`src/rtl/mem_arbiter.sv`:
```
// Two-requester memory arbiter: a fetch port and a data port share one memory port,
// with fixed data priority and a single transaction in flight at a time.
`ifndef ADDR_W
`define ADDR_W 32
`endif
`ifndef WORD_W
`define WORD_W 32
`endif

module mem_arbiter #(
    parameter int ADDR_W = `ADDR_W,
    parameter int WORD_W = `WORD_W
) (
    input  logic              clk,
    input  logic              clr,
    // fetch requester
    input  logic              i_if_req_valid,
    input  logic [ADDR_W-1:0] i_if_req_addr,
    output logic              o_if_req_ready,
    output logic              o_if_rsp_valid,
    output logic [WORD_W-1:0] o_if_rsp_data,
    // data requester
    input  logic              i_d_req_valid,
    input  logic [ADDR_W-1:0] i_d_req_addr,
    input  logic [WORD_W-1:0] i_d_req_wr_data,
    input  logic              i_d_req_wr_en,
    input  logic [1:0]        i_d_req_count,
    output logic              o_d_req_ready,
    output logic              o_d_rsp_valid,
    output logic [WORD_W-1:0] o_d_rsp_data,
    // memory side
    output logic              o_mem_valid,
    output logic [ADDR_W-1:0] o_mem_addr,
    output logic [WORD_W-1:0] o_mem_wr_data,
    output logic              o_mem_wr_en,
    output logic [1:0]        o_mem_count,
    input  logic              i_mem_ready,
    input  logic              i_mem_rsp_valid,
    input  logic [WORD_W-1:0] i_mem_rsp_data,
    output logic              o_stall
);

    // MEM_COUNT encoding: 0 = byte, 1 = half word, 2 = word.
    localparam logic [1:0] MEM_COUNT_WORD = 2'd2;

    typedef enum logic [1:0] {
        IDLE = 2'd0,
        REQ  = 2'd1,
        RSP  = 2'd2
    } state_t;

    state_t state;
    state_t state_next;

    logic              owner_d;
    logic              d_pending;
    logic [ADDR_W-1:0] lat_addr;
    logic [WORD_W-1:0] lat_wr_data;
    logic              lat_wr_en;
    logic [1:0]        lat_count;

    logic grant_d;
    logic grant_if;
    logic rsp_done;

    assign grant_d  = (state == IDLE) && i_d_req_valid;
    assign grant_if = (state == IDLE) && !i_d_req_valid && i_if_req_valid;
    assign rsp_done = (state == RSP) && i_mem_rsp_valid;

    always_ff @(posedge clk) begin
        if (clr) begin
            state <= IDLE;
        end else begin
            state <= state_next;
        end
    end

    always_comb begin
        state_next = state;
        case (state)
            IDLE:    if (grant_d || grant_if) state_next = REQ;
            REQ:     if (i_mem_ready)         state_next = RSP;
            RSP:     if (i_mem_rsp_valid)     state_next = IDLE;
            default:                          state_next = IDLE;
        endcase
    end

    always_comb begin
        o_if_req_ready = grant_if;
        o_d_req_ready  = grant_d;
        o_mem_valid    = (state == REQ);
        o_stall        = (i_d_req_valid && !o_d_req_ready) || d_pending;
    end

    assign o_mem_addr    = lat_addr;
    assign o_mem_wr_data = lat_wr_data;
    assign o_mem_wr_en   = lat_wr_en;
    assign o_mem_count   = lat_count;

    // Request latch, ownership and response capture; the rsp_valid pulses are
    // one-cycle strobes while the rsp_data registers hold until the next response.
    always_ff @(posedge clk) begin
        if (clr) begin
            owner_d        <= 1'b0;
            d_pending      <= 1'b0;
            lat_addr       <= '0;
            lat_wr_data    <= '0;
            lat_wr_en      <= 1'b0;
            lat_count      <= 2'd0;
            o_if_rsp_valid <= 1'b0;
            o_d_rsp_valid  <= 1'b0;
            o_if_rsp_data  <= '0;
            o_d_rsp_data   <= '0;
        end else begin
            o_if_rsp_valid <= 1'b0;
            o_d_rsp_valid  <= 1'b0;
            if (rsp_done) begin
                if (owner_d) begin
                    o_d_rsp_valid <= 1'b1;
                    o_d_rsp_data  <= i_mem_rsp_data;
                    d_pending     <= 1'b0;
                end else begin
                    o_if_rsp_valid <= 1'b1;
                    o_if_rsp_data  <= i_mem_rsp_data;
                end
            end
            if (grant_d) begin
                owner_d     <= 1'b1;
                d_pending   <= 1'b1;
                lat_addr    <= i_d_req_addr;
                lat_wr_data <= i_d_req_wr_data;
                lat_wr_en   <= i_d_req_wr_en;
                lat_count   <= i_d_req_count;
            end else if (grant_if) begin
                owner_d     <= 1'b0;
                lat_addr    <= i_if_req_addr;
                lat_wr_data <= '0;
                lat_wr_en   <= 1'b0;
                lat_count   <= MEM_COUNT_WORD;
            end
        end
    end

endmodule
```
`config.mk`:
```
export PLATFORM = sky130hd
export DESIGN_NAME = mem_arbiter
export DESIGN_NICKNAME = d
export VERILOG_FILES = /design/src/rtl/mem_arbiter.sv
export SDC_FILE = /design/constraint.sdc
export NUM_CORES = 1
export LEC_CHECK = 0
export CORE_AREA = 2 2 115 117
export DETAILED_ROUTE_END_ITERATION = 6
export DIE_AREA = 0 0 117 119
export GPL_TIMING_DRIVEN = 0
export PLACE_DENSITY_LB_ADDON = 0.25
export SYNTH_ARGS = -nofsm -noshare
export SYNTH_HDL_FRONTEND = slang
export SYNTH_SLANG_ARGS = --single-unit
```
`constraint.sdc`:
```
create_clock -name clk -period 3.4 [get_ports clk]
set_input_delay 0.68 -clock clk [delete_from_list [all_inputs] [get_ports clk]]
set_output_delay 0.68 -clock clk [all_outputs]
set_load 0.005 [all_outputs]
```
==> flow_summary.toml <==
[route]
wl_met3_mm = 1.33
drt-met1-wl_mm = 6.99
vias = 5547
route.met2.wl_mm = 8.39
drtIter0Drc = 343
wl_mm = 17.2
wl_per_cell_um = 15.3
firstDrtPassIters = 4
drc = 0
drt.antenna.violating_nets = 0
vias_per_cell = 4.94
highest_layer = "met4"

[clock_network]
clock_latency_ps = 410
cts_root_buffer = "clkbuf_16"
post_cts_resized = 0
cts_num_sinks = 137
hold_buffers = 0
post-cts-setup-buffer-count = 0
cts_tree = "yes"
cts_made_buffers = 17
clkTransAtPathRegs_ps = 60
cts-htree-levels = 4
cts.path.max_buffers = 2

[die]
initial_core_util_pct = 41.4
ioPinCount = 274
die_y_um = 119
rows = 42
die_x_um = 117
core_mm2 = 0.0129
die_area_mm2 = 0.0139

[logic_synthesis]
yosysMostFrequentCell = "nand2_1"
netlist_top_cells_count = "nand2_1, dfxtp_1, a21oi_1"
synth-edff-count = 0
synthTopCellsByArea = "dfxtp_1, a21oi_1, nand2_1, o221a_2, nor2b_1"
synth_top_area_cell = "dfxtp_1"
yosysWarnings = 0
async_reset_ff_share_pct = 0
yosysTopAreaCellShare_pct = 51.5
yosys_most_used_dff = "dfxtp_1"
synth_cell_types = 28
ys_seq_area_share_pct = 51.5
synth_nets = 782
synthCells = 645
syn_area_per_cell_um2 = 8.26
ys_ff_latch = 137
syn_area_mm2 = 0.00533

[setup_path]
crit_required_ps = 2720
crit_fanout = 10
critPathLaunchType = "input pin"
end_kind = "output pin"
worstPathArrival_ps = 2610
path_class = "in -> out"

[timing]
rsz0062_at_grt = "no"
min_period_ps = 3290
hold_viol_final = 0
worst_pin_slew_ps = 546
setup_ws_ps = 110
setup_viol = 0
drv_slew = 0
clock_skew_ps = 5.57
relSlewSlack_pct = 63.6
clock.fmax_ghz = 0.304
hold_ws_ps = 451
period_share_pct = 96.8
fin_tns_setup_ps = 0

[pwr]
powerDensity_mw_per_mm2 = 478
pwr-share-clk_pct = 43.2
leakagePower_uw = 0.00320
vdd_drop_max_mv = 0.349
power_frac_comb_pct = 15.8
switching_share_pct = 23.4
p_int_uw = 3240
pwr-share-seq_pct = 41.0
p_sw_uw = 994

[grt]
overflow = 0
track_usage_pct = 24.4
grt_pass1_wl_mm = 26.7
antenna_found_initial = 0
grt_max_degree = 17
grt_pass1_vias = 5376

[placed_design]
gp_congestion = 0.839
place_ws_ps = 66.2
io_buffers = 271
dp.final_hpwl_mm = 12.9

[finish]
diodes = 0
final_net_count = 1072
post-route-util_pct = 68.8
fillCellCount = 1100
syn_to_final_growth_pct = 66.3
drive_gt1_share_pct = 9.39

[outcome]
status = "finished, final reports clean"

[job]
max_cap_viol_count = 0

[worst_hold_path]
worst_hold_path_type = "reg -> reg"
## sequential cells by signal, indices dropped and copies added (netlist names)
signal	cells
o_mem_count	2
o_d_rsp_valid	1
d_pending	1
o_if_rsp_valid	1
o_mem_addr	32
o_mem_wr_data	32
state	2
o_d_rsp_data	32
o_if_rsp_data	32
owner_d	1
o_mem_wr_en	1
## power groups by stage
stage	sequential, uW	combinational, uW	clock [uW]
finish	1740	670	1830
global placement	1770	670	0
floorplan	1770	254	0
detailed placement	1770	671	0
CTS	1740	675	1860
global route	1750	721	1930
## layer usage
metal | GRT usage, % | vias to the layer above
met5 | 0 | -
met4 | 8.75 | 0
met3 | 8.55 | 31
met2 | 41.7 | 218
met1 | 27.9 | 2531
li1 | - | 2767
## path summary, 6_finish.rpt
path | from | end | slack [ps] | depth (start not counted)
min reg2reg | o_d_rsp_data[5]$_SDFFE_PP0P_ | o_d_rsp_data[5]$_SDFFE_PP0P_ | 450 | 2
max | i_d_req_valid | o_d_req_ready | 110 | 5
min | o_d_rsp_data[5]$_SDFFE_PP0P_ | o_d_rsp_data[5]$_SDFFE_PP0P_ | 450 | 2
max reg2reg | state[1]$_SDFFE_PP0P_ | d_pending$_SDFFE_PP0P_ | 1800 | 6
## worst max-delay path, stage by stage
cell and delay (ps):
clkdlybuf4s50_1 690, nand2_1 190, clkinv_1 220, buf_2 290, clkdlybuf4s50_1 540
## metrics by stage
stage	instance area [um^2]	instances	power, uW
detailed placement	8260	1092	2440
floorplan	5330	645	2030
global route	8860	1124	4400
CTS	8860	1124	4270
global placement	8260	1092	2440
finish	8860	1124	4240
## cell families (layout without fill, tap and decap cells)
kind of cell | count (synthesis) | count (layout) | synth area share (%)
DFF | 137 | 137 | 51.5
buffers and inverters | 61 | 364 | 5.87
AOI/OAI and AO/OA | 204 | 204 | 23.2
and+or+nand+nor | 243 | 243 | 19.5
## layout by cell type, fill, tap and decap left out, types with 2 or more instances in the layout
cell / instances
nor2_4: 2
o21ai_1: 6
nand2b_1: 2
clkinv_2: 5
clkbuf_1: 27
clkdlybuf4s50_1: 271
a21oi_1: 131
buf_6: 6
o21ai_0: 31
nor2_1: 37
o221a_2: 24
clkinvlp_4: 2
bufinv_16: 2
nor2b_1: 31
dfxtp_1: 137
nand2_1: 165
clkbuf_2: 2
clkbuf_8: 4
o221a_1: 8
inv_6: 2
buf_4: 3
inv_1: 2
buf_2: 20
clkbuf_16: 17
## final cells by class
type / instances / area, um^2 / area share, %
well taps: 176 / 220 / 2.49
multi-input cells: 447 / 2270 / 25.7
repair buffers: 271 / 2710 / 30.6
clock buffers: 21 / 480 / 5.42
flip-flops and latches: 137 / 2740 / 31.0
plain buffers: 58 / 302 / 3.40
clock inverters: 11 / 118 / 1.33
inverters: 3 / 11.3 / 0.127
(Power assumes the default switching activity.)
==> edit 1, RTL diff (config.mk and constraints unchanged) <==
The macro `WORD_W` goes from 32 to 40.
--- a/src/rtl/mem_arbiter.sv
+++ b/src/rtl/mem_arbiter.sv
@@ -5,5 +5,5 @@
 `endif
 `ifndef WORD_W
-`define WORD_W 32
+`define WORD_W 40
 `endif
 
Ports: changed (5 resized); port bits go from 274 to 314. No check against the original RTL was run, so the function may have changed too.
==> edit 1 against the original RTL <==
Synthesized cell count increased by 16%; wire length increased by 25%; cell area increased by 15%; worst setup slack got worse by 0.046 ns; clock power increased by 14%; clock skew about the same; sequential cell count increased by 24; synthesized area increased by 16%; total power increased by 15%; highest routed layer unchanged.
==> edit 1: results <==
group,metric,value,unit
grt,met1_usage,34.1,%
synth,synth.net_count,902,
grt,grt_usage,30.4,%
detailed_routing,met2_length,10600,µm
placed_design,place.gp.congestion,0.807,
synth,synth.distinct_cells,29,
worst_setup_path,cpPeakStageDelay,0.75,ns
detailed_routing,vias,6556,
grt,grt_pass1_vias,6441,
timing,relSlewSlack,59.4,%
min_path,min_from,"o_if_rsp_data[11]$_SDFFE_PP0P_",
placed_design,placed_area,0.00952,mm²
detailed_routing,routed_wl,21500,µm
outcome,status,"complete, no violations",
timing,skew,0.00593,ns
power_and_ir_drop,pwr-share-seq,41.8,%
cells_and_area,num-nets-final,1233,
worst_setup_path,reg2reg_from,"state[0]$_SDFFE_PP0P_",
grt,grt_use_met2,51.4,%
detailed_routing,wl_met3,1850,µm
synth,synth_seq_area_share,52.2,%
cells_and_area,nFillCells,923,
cts,clk_pin_slew_worst_paths,0.06,ns
placed_design,port_buffers,312,
synth,ys_top_cells_by_count,"nand2_1 (205), dfxtp_1 (161), a21oi_1 (155)",
worst_setup_path,arrival,2.66,ns
power_and_ir_drop,leakage,3.63,nW
grt,antenna_found_initial,0,
placed_design,dpl.hpwl,15900,µm
power_and_ir_drop,power_frac_comb,15.4,%
worst_setup_path,rrSetupSlack,1.89,ns
detailed_routing,drt_first_pass_iters,5,
grt,met3_usage,10.5,%
power_and_ir_drop,peakVddDrop,347,µV
edit 1: critical path: cells and delay by family:
family | cells | cell delay [ns]
buf+inv | 4 | 1.75
simple gates | 1 | 0.21
edit 1: area by class of cell:
cell class / instances / area (µm²) / area share [%]
tap: 176 / 220 / 2.17
clock buffer: 22 / 464 / 4.57
clock inverter: 10 / 181 / 1.78
buffer: 66 / 350 / 3.45
inverter: 3 / 11.3 / 0.111
timing repair buffer: 312 / 3120 / 30.7
multi-input combinational: 519 / 2590 / 25.5
sequential: 161 / 3220 / 31.7
edit 1: through the flow:
| stage | setup slack (ns) | total power, mW | hold WS (ns) | std cells |
|---|---|---|---|---|
| 3_3_place_gp | 0.144 | 2.80 | 0.440 | 1237 |
| 4_1_cts | 0.0839 | 4.88 | 0.454 | 1269 |
| 5_1_grt | 0.00887 | 5.03 | 0.468 | 1269 |
| 3_5_place_dp | 0.0989 | 2.81 | 0.446 | 1237 |
| 6_report | 0.0636 | 4.86 | 0.452 | 1269 |
| 2_1_floorplan | 1.53 | 2.35 | 0.453 | 749 |
edit 1: path summary, 6_finish.rpt:
kind         cells past startpoint                              to
min reg2reg                      2  o_if_rsp_data[11]$_SDFFE_PP0P_
min                              2  o_if_rsp_data[11]$_SDFFE_PP0P_
max reg2reg                      4   o_d_rsp_data[28]$_SDFFE_PP0P_
max                              5                   o_d_req_ready
edit 1: kinds of logic (layout without fill, tap and decap cells):
logic type             count (synthesis)  count (layout)  share of synthesized area, %
and+or+nand+nor                      283             283                          19.4
AOI/OAI and AO/OA                    236             236                          22.6
DFF                                  161             161                          52.2
buffers and inverters                 69             413                          5.85
==> edit 2, RTL diff (same flow settings) <==
Made on the original files. Register the output `o_mem_count` once more, without a reset; this adds one clock of latency there. The other outputs are not delayed to match.
--- a/src/rtl/mem_arbiter.sv
+++ b/src/rtl/mem_arbiter.sv
@@ -96,5 +96,7 @@
     assign o_mem_wr_data = lat_wr_data;
     assign o_mem_wr_en   = lat_wr_en;
-    assign o_mem_count   = lat_count;
+    always_ff @(posedge clk) begin
+        o_mem_count <= lat_count;
+    end
 
     // Request latch, ownership and response capture; the rsp_valid pulses are
Formal check against the unedited RTL: not equivalent (a bounded check fails within 4 cycles, from zero or initial values).
==> edit 2 against the original RTL <==
Via count is 0.81% higher; sequential share of layout area is 0.088 points higher; global-route usage is 0.83 points higher; total power rose by 6.6%; cell area rose by 1.2%; wire length up 2.9%; sequential cell count rose by 2; synthesized area is 0.66% higher; worst setup slack better by 0.080 ns; critical endpoint unchanged.
==> edit 2: results <==
group,metric,value,unit
outcome,status,"complete, no violations",
placed_design,placedCellCount,1094,
cells_and_area,buffer_area_share,33.6,%
placed_design,dpl.hpwl,13100,µm
placed_design,place.gp.congestion,0.832,
timing,skew,0.00505,ns
cells_and_area,multi_input_area_share,25.4,%
worst_setup_path,cpPeakStageDelay,0.67,ns
cells_and_area,clock_cell_area_share,7.44,%
cells_and_area,n_clock_buffer,21,
power_and_ir_drop,leakage,3.23,nW
detailed_routing,routed_via_density,4.97,
detailed_routing,routed_wl,17700,µm
min_path,holdPathStages,0,
cells_and_area,seq_share,31.0,%
power_and_ir_drop,peakVddDrop,356,µV
worst_setup_path,arrival,2.53,ns
cells_and_area,nFillCells,1077,
synth,synth.avg_cell_area,8.29,µm²
cells_and_area,post-route-cell-area,0.00896,mm²
grt,grt_pass1_wl,27300,µm
synth,synth_seq_area_share,51.9,%
synth,synth.net_count,784,
detailed_routing,first_iter_violations,324,
timing,relSlewSlack,61.1,%
synth,synthesis.area,0.00536,mm²
placed_design,pre_cts_ws,0.206,ns
cells_and_area,drive_gt1_share,8.63,%
synth,synthTopCellsByArea,"dfxtp_1 (52%), a21oi_1 (12%), nand2_1 (12%), o221a_2 (5.0%), nor2b_1 (3.6%)",
detailed_routing,vias,5592,
edit 2: cell types whose count changed in the layout (fill, tap and decap cells not counted), sizes merged:
| cell | unedited run | this run |
|---|---|---|
| inv | 4 | 2 |
| buf | 29 | 25 |
| bufinv | 2 | 6 |
| dfxtp | 137 | 139 |
| clkinvlp | 2 | 0 |
| clkbuf | 50 | 54 |
edit 2: report_power, final:
part / internal [mW] / switching [mW]
logic: 0.398 / 0.273
registers: 1.72 / 0.0466
clock network: 1.40 / 0.689
total: 3.51 / 1.01
edit 2: layer usage:
| layer | wire length (µm) | vias to the layer above | track usage (%) |
|---|---|---|---|
| li1 | - | 2767 | - |
| met1 | 7100 | 2538 | 28.3 |
| met2 | 8460 | 242 | 42.8 |
| met3 | 1520 | 45 | 8.40 |
| met4 | 585 | 0 | 11.6 |
| met5 | 0 | - | 0 |
edit 2: final timing paths:
| kind | from | end | slack (ns) |
|---|---|---|---|
| max | i_d_req_valid | o_d_req_ready | 0.19 |
| min reg2reg | lat_count[0]$_SDFFE_PP0P_ | o_mem_count[0]$_DFF_P_ | 0.34 |
| max reg2reg | state[1]$_SDFFE_PP0P_ | d_pending$_SDFFE_PP0P_ | 1.86 |
| min | lat_count[0]$_SDFFE_PP0P_ | o_mem_count[0]$_DFF_P_ | 0.34 |
edit 2: logic make-up (layout without fill, tap and decap cells):
group	count (synthesis)	count (layout)	synth area share (%)
and+or+nand+nor	243	243	19.4
AOI/OAI and AO/OA	204	204	23.0
DFF	139	139	51.9
buffers and inverters	61	364	5.74
edit 2: worst register-to-register path, delay by kind of cell, from the launching register on:
kind	cells	cell delay (ns)
buf+inv	2	0.57
flops	1	0.44
simple gates	3	0.30
compound gates	1	0.13
